==> src/rtl/fp_pkg.sv <==
// Shared definitions for the FP execute-stage multicycle units: rounding modes,
// fflag bit positions, sqrt FSM states, the execute bus and the canonical qNaN.
package fp_pkg;

    typedef enum logic [2:0] {
        RM_RNE = 3'b000,
        RM_RTZ = 3'b001,
        RM_RDN = 3'b010,
        RM_RUP = 3'b011,
        RM_RMM = 3'b100
    } rm_e;

    localparam int FF_NV = 4;
    localparam int FF_DZ = 3;
    localparam int FF_OF = 2;
    localparam int FF_UF = 1;
    localparam int FF_NX = 0;

    typedef enum logic [2:0] {
        S_IDLE,
        S_NORM,
        S_ITER,
        S_ROUND,
        S_DONE
    } sqrt_state_e;

    typedef struct packed {
        logic [4:0] rd;
        logic       reg_write;
        logic       FP_reg_write;
        logic [7:0] tag;
    } exe_p_mux_bus_type;

    // Sign 0, exponent all ones, fraction MSB set; caller keeps the low 1+exp_w+man_w bits.
    function automatic logic [63:0] canon_qnan(input int exp_w, input int man_w);
        logic [63:0] v;
        v = '0;
        for (int i = 0; i < exp_w; i++) v[man_w+i] = 1'b1;
        v[man_w-1] = 1'b1;
        return v;
    endfunction

endpackage

==> src/rtl/fp_sqrt_digit_step.sv <==
// One ITER cycle of the restoring square root: consumes RADIX_BITS radicand bit
// pairs and appends RADIX_BITS bits to the partial root.
module fp_sqrt_digit_step #(
    parameter int RADIX_BITS = 1,
    parameter int RBITS      = 25,
    parameter int REM_W      = 27
) (
    input  logic [REM_W-1:0]        rem,
    input  logic [RBITS-1:0]        root,
    input  logic [2*RADIX_BITS-1:0] rad_bits,
    output logic [REM_W-1:0]        rem_next,
    output logic [RBITS-1:0]        root_next
);

    logic [REM_W+1:0] r;
    logic [REM_W+1:0] trial;
    logic [RBITS-1:0] q;

    always_comb begin
        r     = {2'b00, rem};
        q     = root;
        trial = '0;
        for (int i = 0; i < RADIX_BITS; i++) begin
            r     = {r[REM_W-1:0], rad_bits[2*(RADIX_BITS-1-i) +: 2]};
            trial = {2'b00, q, 2'b01};
            if (r >= trial) begin
                r = r - trial;
                q = {q[RBITS-2:0], 1'b1};
            end else begin
                q = {q[RBITS-2:0], 1'b0};
            end
        end
        rem_next  = r[REM_W-1:0];
        root_next = q;
    end

endmodule

==> src/rtl/fp_sqrt_iter.sv <==
// Multicycle IEEE-754 square root: special-case fast path, subnormal normalise,
// digit-recurrence root extraction and runtime-mode rounding with fflags.
module fp_sqrt_iter
    import fp_pkg::*;
#(
    parameter int EXP_W      = 8,
    parameter int MAN_W      = 23,
    parameter int RADIX_BITS = 1
) (
    input  logic                     clk,
    input  logic                     rst_n,
    input  logic                     clear,
    input  logic                     en,
    input  logic                     p_start,
    input  logic [EXP_W+MAN_W:0]     a_in,
    input  logic [2:0]               rm,
    input  exe_p_mux_bus_type        bus_i,
    output logic                     busy,
    output logic                     p_result,
    output logic [EXP_W+MAN_W:0]     result_out,
    output logic [4:0]               fflags,
    output exe_p_mux_bus_type        bus_o,
    output logic [4:0]               uu_rd,
    output logic                     uu_reg_write,
    output logic                     uu_FP_reg_write
);

    localparam int W     = 1 + EXP_W + MAN_W;
    localparam int BIAS  = 2**(EXP_W-1) - 1;
    localparam int ITERS = (MAN_W + 2 + RADIX_BITS - 1) / RADIX_BITS;
    localparam int RBITS = ITERS * RADIX_BITS;
    localparam int REM_W = RBITS + 2;
    localparam int RAD_W = 2 * RBITS;
    localparam int CNT_W = $clog2(ITERS + 1);
    localparam int EW    = EXP_W + 2;
    localparam int LZ_W  = $clog2(MAN_W + 1);
    localparam logic [63:0]          QNAN64 = canon_qnan(EXP_W, MAN_W);
    localparam logic [W-1:0]         QNAN   = QNAN64[W-1:0];
    localparam logic signed [EW-1:0] BIAS_S = EW'(BIAS);

    sqrt_state_e      state;
    logic [CNT_W-1:0] cnt;
    logic [W-2:0]     a_hold;
    logic [2:0]       rm_q;
    logic [RAD_W-1:0] rad;
    logic [REM_W-1:0] rem, rem_nx;
    logic [RBITS-1:0] root, root_nx;
    logic [EXP_W-1:0] exp_q;

    function automatic logic [LZ_W-1:0] lzc(input logic [MAN_W-1:0] f);
        logic [LZ_W-1:0] n;
        n = LZ_W'(MAN_W);
        for (int i = 0; i < MAN_W; i++) if (f[i]) n = LZ_W'(MAN_W - 1 - i);
        return n;
    endfunction

    function automatic logic round_up(input logic [2:0] mode, input logic g, input logic s,
                                      input logic l);
        case (mode)
            RM_RTZ, RM_RDN: return 1'b0;
            RM_RUP:         return g | s;
            RM_RMM:         return g;
            default:        return g & (s | l);
        endcase
    endfunction

    // Operand classification on the accepting edge.
    logic               in_sign;
    logic [EXP_W-1:0]   in_exp;
    logic [MAN_W-1:0]   in_frac;
    logic               special, spec_nv;
    logic [W-1:0]       spec_res;

    assign {in_sign, in_exp, in_frac} = a_in;

    always_comb begin
        special  = 1'b1;
        spec_res = QNAN;
        spec_nv  = 1'b0;
        if (in_exp == '1 && in_frac != '0)      spec_nv  = ~in_frac[MAN_W-1];
        else if (in_exp == '0 && in_frac == '0) spec_res = a_in;
        else if (in_sign)                       spec_nv  = 1'b1;
        else if (in_exp == '1)                  spec_res = a_in;
        else                                    special  = 1'b0;
    end

    // NORM: an odd exponent moves one factor of two into the radicand.
    logic [EXP_W-1:0]       n_exp;
    logic [MAN_W-1:0]       n_frac;
    logic [LZ_W-1:0]        lz;
    logic [MAN_W:0]         sig;
    logic [MAN_W+1:0]       msh;
    logic signed [EW-1:0]   e_unb, e_half;

    assign n_exp  = a_hold[W-2 -: EXP_W];
    assign n_frac = a_hold[MAN_W-1:0];

    always_comb begin
        lz = lzc(n_frac);
        if (n_exp == '0) begin
            sig   = {1'b0, n_frac} << (lz + 1);
            e_unb = -BIAS_S - $signed(EW'(lz));
        end else begin
            sig   = {1'b1, n_frac};
            e_unb = $signed(EW'(n_exp)) - BIAS_S;
        end
        msh    = e_unb[0] ? {sig, 1'b0} : {1'b0, sig};
        e_half = (e_unb >>> 1) + BIAS_S;
    end

    fp_sqrt_digit_step #(
        .RADIX_BITS(RADIX_BITS),
        .RBITS     (RBITS),
        .REM_W     (REM_W)
    ) u_step (
        .rem      (rem),
        .root     (root),
        .rad_bits (rad[RAD_W-1 -: 2*RADIX_BITS]),
        .rem_next (rem_nx),
        .root_next(root_nx)
    );

    // ROUND: root bits below the guard (odd root count at radix 4) fold into sticky.
    logic [RBITS:0]     rp;
    logic               g_bit, l_bit, st_bit;
    logic [MAN_W:0]     sum;
    logic [EXP_W-1:0]   r_exp;
    logic [W-1:0]       round_res;

    always_comb begin
        rp        = {root, 1'b0};
        g_bit     = rp[RBITS-MAN_W-1];
        l_bit     = rp[RBITS-MAN_W];
        st_bit    = (rem != '0) | (|rp[RBITS-MAN_W-2:0]);
        sum       = {1'b0, rp[RBITS-1 -: MAN_W]} + (MAN_W+1)'(round_up(rm_q, g_bit, st_bit, l_bit));
        r_exp     = exp_q + EXP_W'(sum[MAN_W]);
        round_res = {1'b0, r_exp, sum[MAN_W-1:0]};
    end

    always_ff @(posedge clk) begin
        if (!rst_n || clear) begin
            state      <= S_IDLE;
            cnt        <= '0;
            result_out <= '0;
            fflags     <= '0;
            bus_o      <= '0;
        end else if (en) begin
            case (state)
                S_IDLE, S_DONE: begin
                    if (p_start) begin
                        bus_o <= bus_i;
                        if (special) begin
                            state         <= S_DONE;
                            result_out    <= spec_res;
                            fflags        <= '0;
                            fflags[FF_NV] <= spec_nv;
                        end else begin
                            state <= S_NORM;
                        end
                    end else begin
                        state <= S_IDLE;
                    end
                end
                S_NORM: begin
                    state <= S_ITER;
                    cnt   <= CNT_W'(ITERS - 1);
                end
                S_ITER: begin
                    if (cnt == '0) state <= S_ROUND;
                    else           cnt   <= cnt - 1'b1;
                end
                S_ROUND: begin
                    state         <= S_DONE;
                    result_out    <= round_res;
                    fflags        <= '0;
                    fflags[FF_NX] <= g_bit | st_bit;
                end
                default: state <= S_IDLE;
            endcase
        end
    end

    always_ff @(posedge clk) begin
        if (en) begin
            case (state)
                S_IDLE, S_DONE: begin
                    if (p_start) begin
                        a_hold <= a_in[W-2:0];
                        rm_q   <= rm;
                    end
                end
                S_NORM: begin
                    rad   <= {msh, {(RAD_W-MAN_W-2){1'b0}}};
                    rem   <= '0;
                    root  <= '0;
                    exp_q <= EXP_W'(e_half);
                end
                S_ITER: begin
                    rad  <= rad << (2*RADIX_BITS);
                    rem  <= rem_nx;
                    root <= root_nx;
                end
                default: ;
            endcase
        end
    end

    assign busy            = (state == S_NORM) || (state == S_ITER) || (state == S_ROUND);
    assign p_result        = (state == S_DONE);
    assign uu_rd           = bus_o.rd;
    assign uu_reg_write    = bus_o.reg_write;
    assign uu_FP_reg_write = bus_o.FP_reg_write;

endmodule

==> config.mk <==
export PLATFORM = sky130hd
export DESIGN_NAME = fp_sqrt_iter
export DESIGN_NICKNAME = d
export VERILOG_FILES = /design/src/rtl/fp_pkg.sv /design/src/rtl/fp_sqrt_digit_step.sv /design/src/rtl/fp_sqrt_iter.sv
export SDC_FILE = /design/constraint.sdc
export NUM_CORES = 1
export LEC_CHECK = 0
export CORE_MARGIN = 2
export CORE_UTILIZATION = 25
export CTS_CLUSTER_DIAMETER = 120
export DETAILED_ROUTE_END_ITERATION = 10
export HOLD_SLACK_MARGIN = 0.06
export PLACE_DENSITY = 0.46
export SLEW_MARGIN = 20
export SYNTH_ARGS = -nofsm -noshare
export SYNTH_HDL_FRONTEND = slang
export SYNTH_SLANG_ARGS = --single-unit
==> constraint.sdc <==
create_clock -name clk -period 9.7 [get_ports clk]
set_input_delay 1.94 -clock clk [delete_from_list [all_inputs] [get_ports clk]]
set_output_delay 1.94 -clock clk [all_outputs]
set_load 0.05 [all_outputs]
==> impl_metrics.ini, run 1 <==
[run_status]
outcome = complete, no violations

[clock_network]
cts_tree = done
post-cts-setup-buffers = 0
cts_resized = 0
holdBufCountCts = 0
cts_buffer_depth = 2
htreeDepth = 4
clkTransAtPathRegs_ns = 0.08
clock_latency_ns = 0.46
cts-root-buf = clkbuf_16
cts.sinks = 176
cts_made_buffers = 17

[logic_synthesis]
synth-edff-count = 119
yosysWarningCount = 0
synth-compound-area-share = 0.174
synth-xor-area-share = 0.0480
synth_top_family_by_area = simple AND/OR/NAND/NOR gates
synth_cells = 1257
synth-simple-area-share = 0.201
synth_ff_type = edfxtp_1
yosysTopAreaCell = edfxtp_1
avgSynthCellArea_um2 = 9.12
synthAdderAreaFrac = 0.0426
synth-seq-cells = 176
netlist_area_um2 = 11500
synthArstFlopShare = 0
ys_seq_area_frac = 0.411
synth_mux_area_frac = 0.0704
yosysTopAreaCellShare = 0.312
synth.area.top_cells = edfxtp_1 31%, dfxtp_1 10%, nor2_1 5.4%, a21oi_1 4.5%, ha_1 4.3%
ys_types = 79

[grt]
grt_overflow_total = 0
grt.met2_usage = 0.237
grt_use_met1 = 0.193
antenna_found_initial = 0
top_usage_layer = met2
grt_util_met3 = 0.0296
grt_max_degree = 79
grtUsageTotal = 0.145
grt_pass1_vias = 9484
grt_pass1_wl_um = 54300

[setup_path]
arrival_ns = 5.30
crit_start = a_hold[4]
critPathCaptureType = flip-flop
required_ns = 9.90
worstSetupStartpointType = flip-flop
r2r_start = a_hold[4]
critPathKind = reg2reg
r2r_slack_ns = 4.60
cp_max_fo = 22

[floorplan]
io_pins = 116
die_h_um = 218
die_area_um2 = 47600
die_w_um = 218
rows = 78
fp.coreArea_um2 = 45300
start_util = 0.253

[timing]
worst_pin_slew_ns = 1.06
period_needed_ns = 5.10
fmax_ghz = 0.196
maxSlewViolCount = 0
hold_viol = 0
fin_crit_sh = 0.526
fin_skew_ns = 0.0163
rsz0062_at_grt = false
report.final.setup_viol = 0
slew_headroom = 0.292
setup_tns_ns = 0
hold_ws_ns = 0.457

[pwr]
power_density_nw_per_um2 = 128
leakage_uw = 0.00470
vdd_drop_max_mv = 0.105

[routing]
drtIter0Drc = 642
drc = 0
firstDrtPassIters = 6
routed_wl_um = 34200
vias = 9819
drt.antenna.violating_nets = 0
via_per_inst = 5.07
wl_per_cell_um = 17.7

[cells_and_area]
layout-drive-gt1-share = 0.0644
final_cell_mix = 164 x nor2_1, 119 x edfxtp_1, 112 x clkdlybuf4s50_1, 109 x nand2_1, 103 x a21oi_1
n_antenna_cell = 0
nFillCells = 4820
nets = 1416
layout_commonest_cell = nor2_1
area_growth_pct = 18.9
final_core_utilization = 0.301
instances_no_fill = 1935

[place]
port_buffers = 112
place.detailed.hpwl_um = 25000
gp_congestion = 0.884
placed_cells = 1903

[min_path]
holdCritStartpoint = bus_o[2]
hold_path.class = reg2reg

[run]
cap_violations = 0
[routing by layer]
metal | vias to the layer above | routed length (µm)
met4 | 0 | 680
met5 | - | 0
met1 | 4697 | 15800
met2 | 282 | 16100
li1 | 4798 | -
met3 | 42 | 1550
[through the flow]
stage	setup WS [ns]	total power [µW]	instance area (µm²)
final	4.60	1740	13600
after global routing	4.06	1810	13600
after CTS	4.61	1750	13600
after detailed placement	4.53	1070	13100
after global placement	4.55	1070	13100
after floorplan	3.99	998	11500
[where the power goes]
part,total (µW),switching (µW),internal (µW)
Sequential,838,21.4,816
Combinational,220,130,89.9
Clock,682,343,339
Total,1740,495,1250
[cells by family (layout without fill, tap and decap cells)]
family | count (synthesis) | count (layout)
AND/OR/NAND/NOR | 486 | 486
AO/OA/AOI/OAI | 302 | 302
flip-flops | 176 | 176
adder cells (fa/ha/maj) | 39 | 39
XOR/XNOR | 62 | 62
multiplexers | 60 | 60
other | 1 | 3
buffers and inverters | 131 | 207
[synthesized netlist by cell type (12+ instances only)]
cell,instances
o21ai_0,35
nand2_1,110
a21oi_1,104
nor3_1,57
a211oi_1,21
nor2_1,164
mux2i_1,39
clkbuf_1,47
inv_1,49
xor2_1,19
ha_1,39
edfxtp_1,119
nand3_1,42
nor4_1,24
nand4_1,22
dfxtp_1,57
buf_4,17
and3_1,12
a21o_1,22
xnor2_1,42
[worst paths after layout]
| path | endpoint | depth (start not counted) |
|---|---|---|
| hold / removal | bus_o[2] | 2 |
| setup reg to reg | rad[39] | 15 |
| setup / recovery | rad[39] | 15 |
| hold reg to reg | bus_o[2] | 2 |
[area by class of cell]
type	instances	area [µm²]	share of cell area
Clock buffer	19	433	0.0318
Timing Repair Buffer	125	1220	0.0894
Clock inverter	13	113	0.00826
Tap cell	600	751	0.0551
Inverter	50	190	0.0140
Multi-Input combinational cell	952	6210	0.456
Sequential cell	176	4710	0.346
[sequential cells by signal (all words and copies together) (netlist names), 2 cells and up]
register,flops
result_out,32
a_hold,31
rem,27
rad,25
root,25
bus_o,8
exp_q,8
cnt,5
uu_rd,5
rm_q,3
state,3
fflags,2
[critical path: stages (launching register included)]
cell,delay [ns]
edfxtp_1,0.56
o31ai_1,0.30
a211oi_1,0.10
o31ai_1,0.30
a211oi_1,0.13
o31ai_1,0.52
inv_1,0.14
ha_1,0.77
inv_1,0.51
and3_1,0.31
nand3_1,0.08
o211ai_1,0.21
mux2i_1,0.34
mux2i_1,0.16
a221oi_1,0.28
o21ai_0,0.12
Power figures use the tool's default switching activity.
==> run 2: changes to the inputs <==
clock period = 5.27 ns   (was 9.7 ns; I/O delays follow)
==> impl_metrics.ini, run 2 (synthesis gave the netlist of run 1 again) <==
[grt]
grtUsageTotal = 0.146
grt_pass1_vias = 9556
grt_overflow_total = 0
antenna_found_initial = 0
grt_pass1_wl_um = 54200
grt_max_degree = 66

[run]
cap_violations = 0

[floorplan]
die_area_um2 = 47600
io_pins = 116
die_w_um = 218
rows = 78
fp.coreArea_um2 = 45300
die_h_um = 218
start_util = 0.253

[clock_network]
cts-root-buf = clkbuf_16
cts_tree = done
cts_made_buffers = 17
clock_latency_ns = 0.47
post-cts-setup-buffers = 0
cts_resized = 0
cts_buffer_depth = 2
cts.sinks = 176
clkTransAtPathRegs_ns = 0.08
htreeDepth = 4
holdBufCountCts = 0

[cells_and_area]
layout-drive-gt1-share = 0.0694
final_cell_mix = 164 x nor2_1, 119 x edfxtp_1, 112 x clkdlybuf4s50_1, 109 x nand2_1, 103 x a21oi_1
layout_commonest_cell = nor2_1
reg.largest.list = result_out: 32 flops, a_hold: 31 flops, rem: 27 flops
nets = 1422
largest_reg_flops = 32
n_antenna_cell = 0
regMostFlops = result_out
area_growth_pct = 19.7

[setup_path]
slowest_delay_ns = 0.65
critPathCaptureType = flip-flop
cp_cell_sequence = o31ai_1 -> a211oi_1 -> o31ai_1 -> a211oi_1 -> o31ai_1 -> inv_1 -> ha_1 -> buf_4 -> mux4_1 -> mux2i_1 -> mux2i_1 -> a221oi_1 -> o21ai_0
critical_path_buf_inv_count = 2
crit_family = compound AO/OA/AOI/OAI gates
required_ns = 5.47
crit_top_cell = o31ai_1
critPathKind = reg2reg
critical-path-slowest-cell = mux4_1
arrival_ns = 4.72
cp_max_fo = 21
worstSetupStartpointType = flip-flop

[place]
port_buffers = 112
gp_congestion = 0.860
place.detailed.hpwl_um = 25400
pre_cts_ws_ns = 0.772

[timing]
period_needed_ns = 4.52
worst_pin_slew_ns = 1.02
hold_viol = 0
setup_tns_ns = 0
fin_ws_ns = 0.752
maxSlewViolCount = 0
fin_skew_ns = 0.0201
report.final.setup_viol = 0
fmax_ghz = 0.221
slew_headroom = 0.311
fin_crit_sh = 0.857
rsz0062_at_grt = false

[run_status]
outcome = complete, no violations

[pwr]
leakage_uw = 0.00476
vdd_drop_max_mv = 0.186
power_density_nw_per_um2 = 239

[routing]
routed_wl_um = 34600
firstDrtPassIters = 7
drc = 0
vias = 9914
via_per_inst = 5.11
drt.antenna.violating_nets = 0
wl_per_cell_um = 17.8
drtIter0Drc = 810

[min_path]
hold_path.class = reg2reg
## run 2: changes by cell type in the layout (fill, tap and decap cells not counted)
cell	before	now
buf_4	13	19
inv_8	3	1
bufinv_16	0	1
clkbuf_1	2	1
clkbuf_16	17	18
clkinv_4	0	1
clkinv_8	0	1
inv_4	3	2
nand2b_2	1	0
nand2b_4	0	1
## run 2: worst register-to-register path, delay by kind of cell, from the launching register on
kind | cells | cell delay, ns
AO/OA/AOI/OAI | 7 | 1.74
adder cells (fa/ha/maj) | 1 | 0.34
buffers and inverters | 2 | 0.42
flip-flops | 1 | 0.55
multiplexers | 3 | 1.22
## run 2: path summary, 6_finish.rpt
| check | cells after the start | startpoint | slack [ns] | endpoint |
|---|---|---|---|---|
| worst max-delay path | 13 | a_hold[4] | 0.75 | rad[39] |
| worst min-delay path | 2 | bus_o[6] | 0.46 | bus_o[6] |
| worst max register to register | 13 | a_hold[4] | 0.75 | rad[39] |
| worst min register to register | 2 | bus_o[6] | 0.46 | bus_o[6] |
## run 2: final cells by class
type                    instances  area [µm²]
fillers                      4831       31600
clock inverters                13         139
well taps                     600         751
flip-flops and latches        176        4710
repair buffers                131        1260
inverters                      50         190
multi-input cells             952        6210
clock buffers                  19         454
## run 2: where the power goes
part           internal (µW)  total [µW]  leakage (µW)  switching [µW]
Sequential              1500        1540       0.00157            39.8
Clock                    698        1330      0.000294             634
Combinational            168         410       0.00289             242
Total                   2370        3280       0.00476             915
## run 2: metal layers
layer / vias to the layer above / share of wire / global-route usage
li1: 4806 / - / -
met2: 246 / 0.47 / 0.241
met3: 43 / 0.040 / 0.0234
met4: 0 / 0.023 / 0.0483
met5: - / 0 / 0
met1: 4819 / 0.46 / 0.193
## run 2: stage by stage
stage                util  area, µm²  power [µW]  instances  hold WS [ns]
global placement    0.290      13100        1980       1909         0.443
floorplan               -      11500        1840       1259         0.477
global route        0.303      13700        3410       1941         0.481
CTS                 0.303      13700        3320       1941         0.456
finish              0.303      13700        3280       1941         0.458
detailed placement  0.290      13100        1980       1909         0.445
==> run 3: changes to the inputs <==
CELL_PAD_IN_SITES_DETAIL_PLACEMENT = 1   (was default)
CELL_PAD_IN_SITES_GLOBAL_PLACEMENT = 1   (was default)
CTS_BUF_LIST = sky130_fd_sc_hd__clkbuf_8 sky130_fd_sc_hd__clkbuf_16   (was default)
PLACE_DENSITY = 0.55   (was 0.46)
==> impl_metrics.ini, run 3 (synthesis gave the netlist of run 1 again) <==
[run_status]
outcome = complete, no violations

[timing]
setup_tns_ns = 0
fin_crit_sh = 0.813
rsz0062_at_grt = false
hold_viol = 0
period_needed_ns = 4.29
slew_headroom = 0.209
fmax_ghz = 0.233
fin_skew_ns = 0.0119
report.final.setup_viol = 0
worst_pin_slew_ns = 1.18
maxSlewViolCount = 0

[routing]
vias = 9972
firstDrtPassIters = 5
drtIter0Drc = 521
routed_wl_um = 36700
wl_per_cell_um = 18.9
drt.antenna.violating_nets = 0
via_per_inst = 5.13
drc = 0

[grt]
grt_pass1_vias = 10073
antenna_found_initial = 0
grt_max_degree = 66
grt_pass1_wl_um = 58200
grtUsageTotal = 0.157
grt_overflow_total = 0

[cells_and_area]
largest_reg_flops = 32
reg.largest.list = result_out: 32 flops, a_hold: 31 flops, rem: 27 flops
final_cell_mix = 164 x nor2_1, 119 x edfxtp_1, 112 x clkdlybuf4s50_1, 109 x nand2_1, 103 x a21oi_1
regMostFlops = result_out
n_antenna_cell = 0
nets = 1426
layout-drive-gt1-share = 0.0721
area_growth_pct = 20.1
layout_commonest_cell = nor2_1

[setup_path]
arrival_ns = 4.49
critPathCaptureType = flip-flop
critPathKind = reg2reg
required_ns = 5.48
cp_max_fo = 10
worstSetupStartpointType = flip-flop

[floorplan]
rows = 78
die_area_um2 = 47600
io_pins = 116
start_util = 0.253
die_h_um = 218
die_w_um = 218
fp.coreArea_um2 = 45300

[clock_network]
cts_buffer_depth = 2
cts-root-buf = clkbuf_16
htreeDepth = 4
cts_made_buffers = 17
clkTransAtPathRegs_ns = 0.08
post-cts-setup-buffers = 0
cts.sinks = 176
holdBufCountCts = 0
cts_resized = 0
clock_latency_ns = 0.47
cts_tree = done

[place]
port_buffers = 112
place.detailed.hpwl_um = 27500
gp_congestion = 0.885

[pwr]
total_power_uw = 3280
vdd_drop_max_mv = 0.188
power_density_nw_per_um2 = 238
leakage_uw = 0.00478

[run]
cap_violations = 0

[min_path]
hold_path.class = reg2reg
-- run 3: cell count changes in the layout (fill, tap and decap cells not counted), sizes merged --
cell	change
buf	+4
clkinv	+4
clkbuf	-2
bufinv	-1
inv	-1
-- run 3: worst paths after layout --
path	from	endpoint	slack (ns)	cells after the start
hold / removal	bus_o[4]	bus_o[4]	0.46	2
setup reg to reg	a_hold[12]	rad[34]	0.98	11
setup / recovery	a_hold[12]	rad[34]	0.98	11
hold reg to reg	bus_o[4]	bus_o[4]	0.46	2
-- run 3: critical path: stages, from the launching register on --
cell,delay (ns)
edfxtp_1,0.58
or4_1,0.69
o21bai_1,0.21
a21oi_1,0.34
ha_1,0.31
a41oi_1,0.20
a31oi_1,0.72
buf_4,0.30
nor2_1,0.08
o2bb2ai_1,0.17
a221oi_1,0.28
o21ai_0,0.15
-- run 3: stage by stage --
stage	area, µm²	util	setup slack [ns]	hold WS (ns)	cells
after floorplan	11500	-	0.450	0.477	1259
after global placement	13200	0.290	0.981	0.442	1913
after detailed placement	13200	0.291	1.02	0.451	1913
after CTS	13800	0.304	1.03	0.463	1945
after global routing	13800	0.304	0.628	0.483	1945
final	13800	0.304	0.985	0.459	1945
-- run 3: where the power goes --
group          internal, µW  switching [µW]  leakage [µW]  total, µW
logic                   170             252       0.00291        422
clock network           646             677      0.000297       1320
registers              1500            36.2       0.00157       1540
total                  2320             965       0.00478       3280
-- run 3: layout make-up --
| cell class | instances | area, µm² |
|---|---|---|
| Multi-Input combinational cell | 952 | 6210 |
| Clock inverter | 15 | 189 |
| Sequential cell | 176 | 4710 |
| Timing Repair Buffer | 135 | 1290 |
| Tap cell | 600 | 751 |
| Clock buffer | 17 | 425 |
| Fill cell | 5269 | 31500 |
| Inverter | 50 | 190 |
-- run 3: per-layer routing --
| layer | GRT usage | part of all wire |
|---|---|---|
| met1 | 0.204 | 0.46 |
| met2 | 0.263 | 0.48 |
| met3 | 0.0271 | 0.035 |
| met4 | 0.0483 | 0.019 |
| met5 | 0 | 0 |
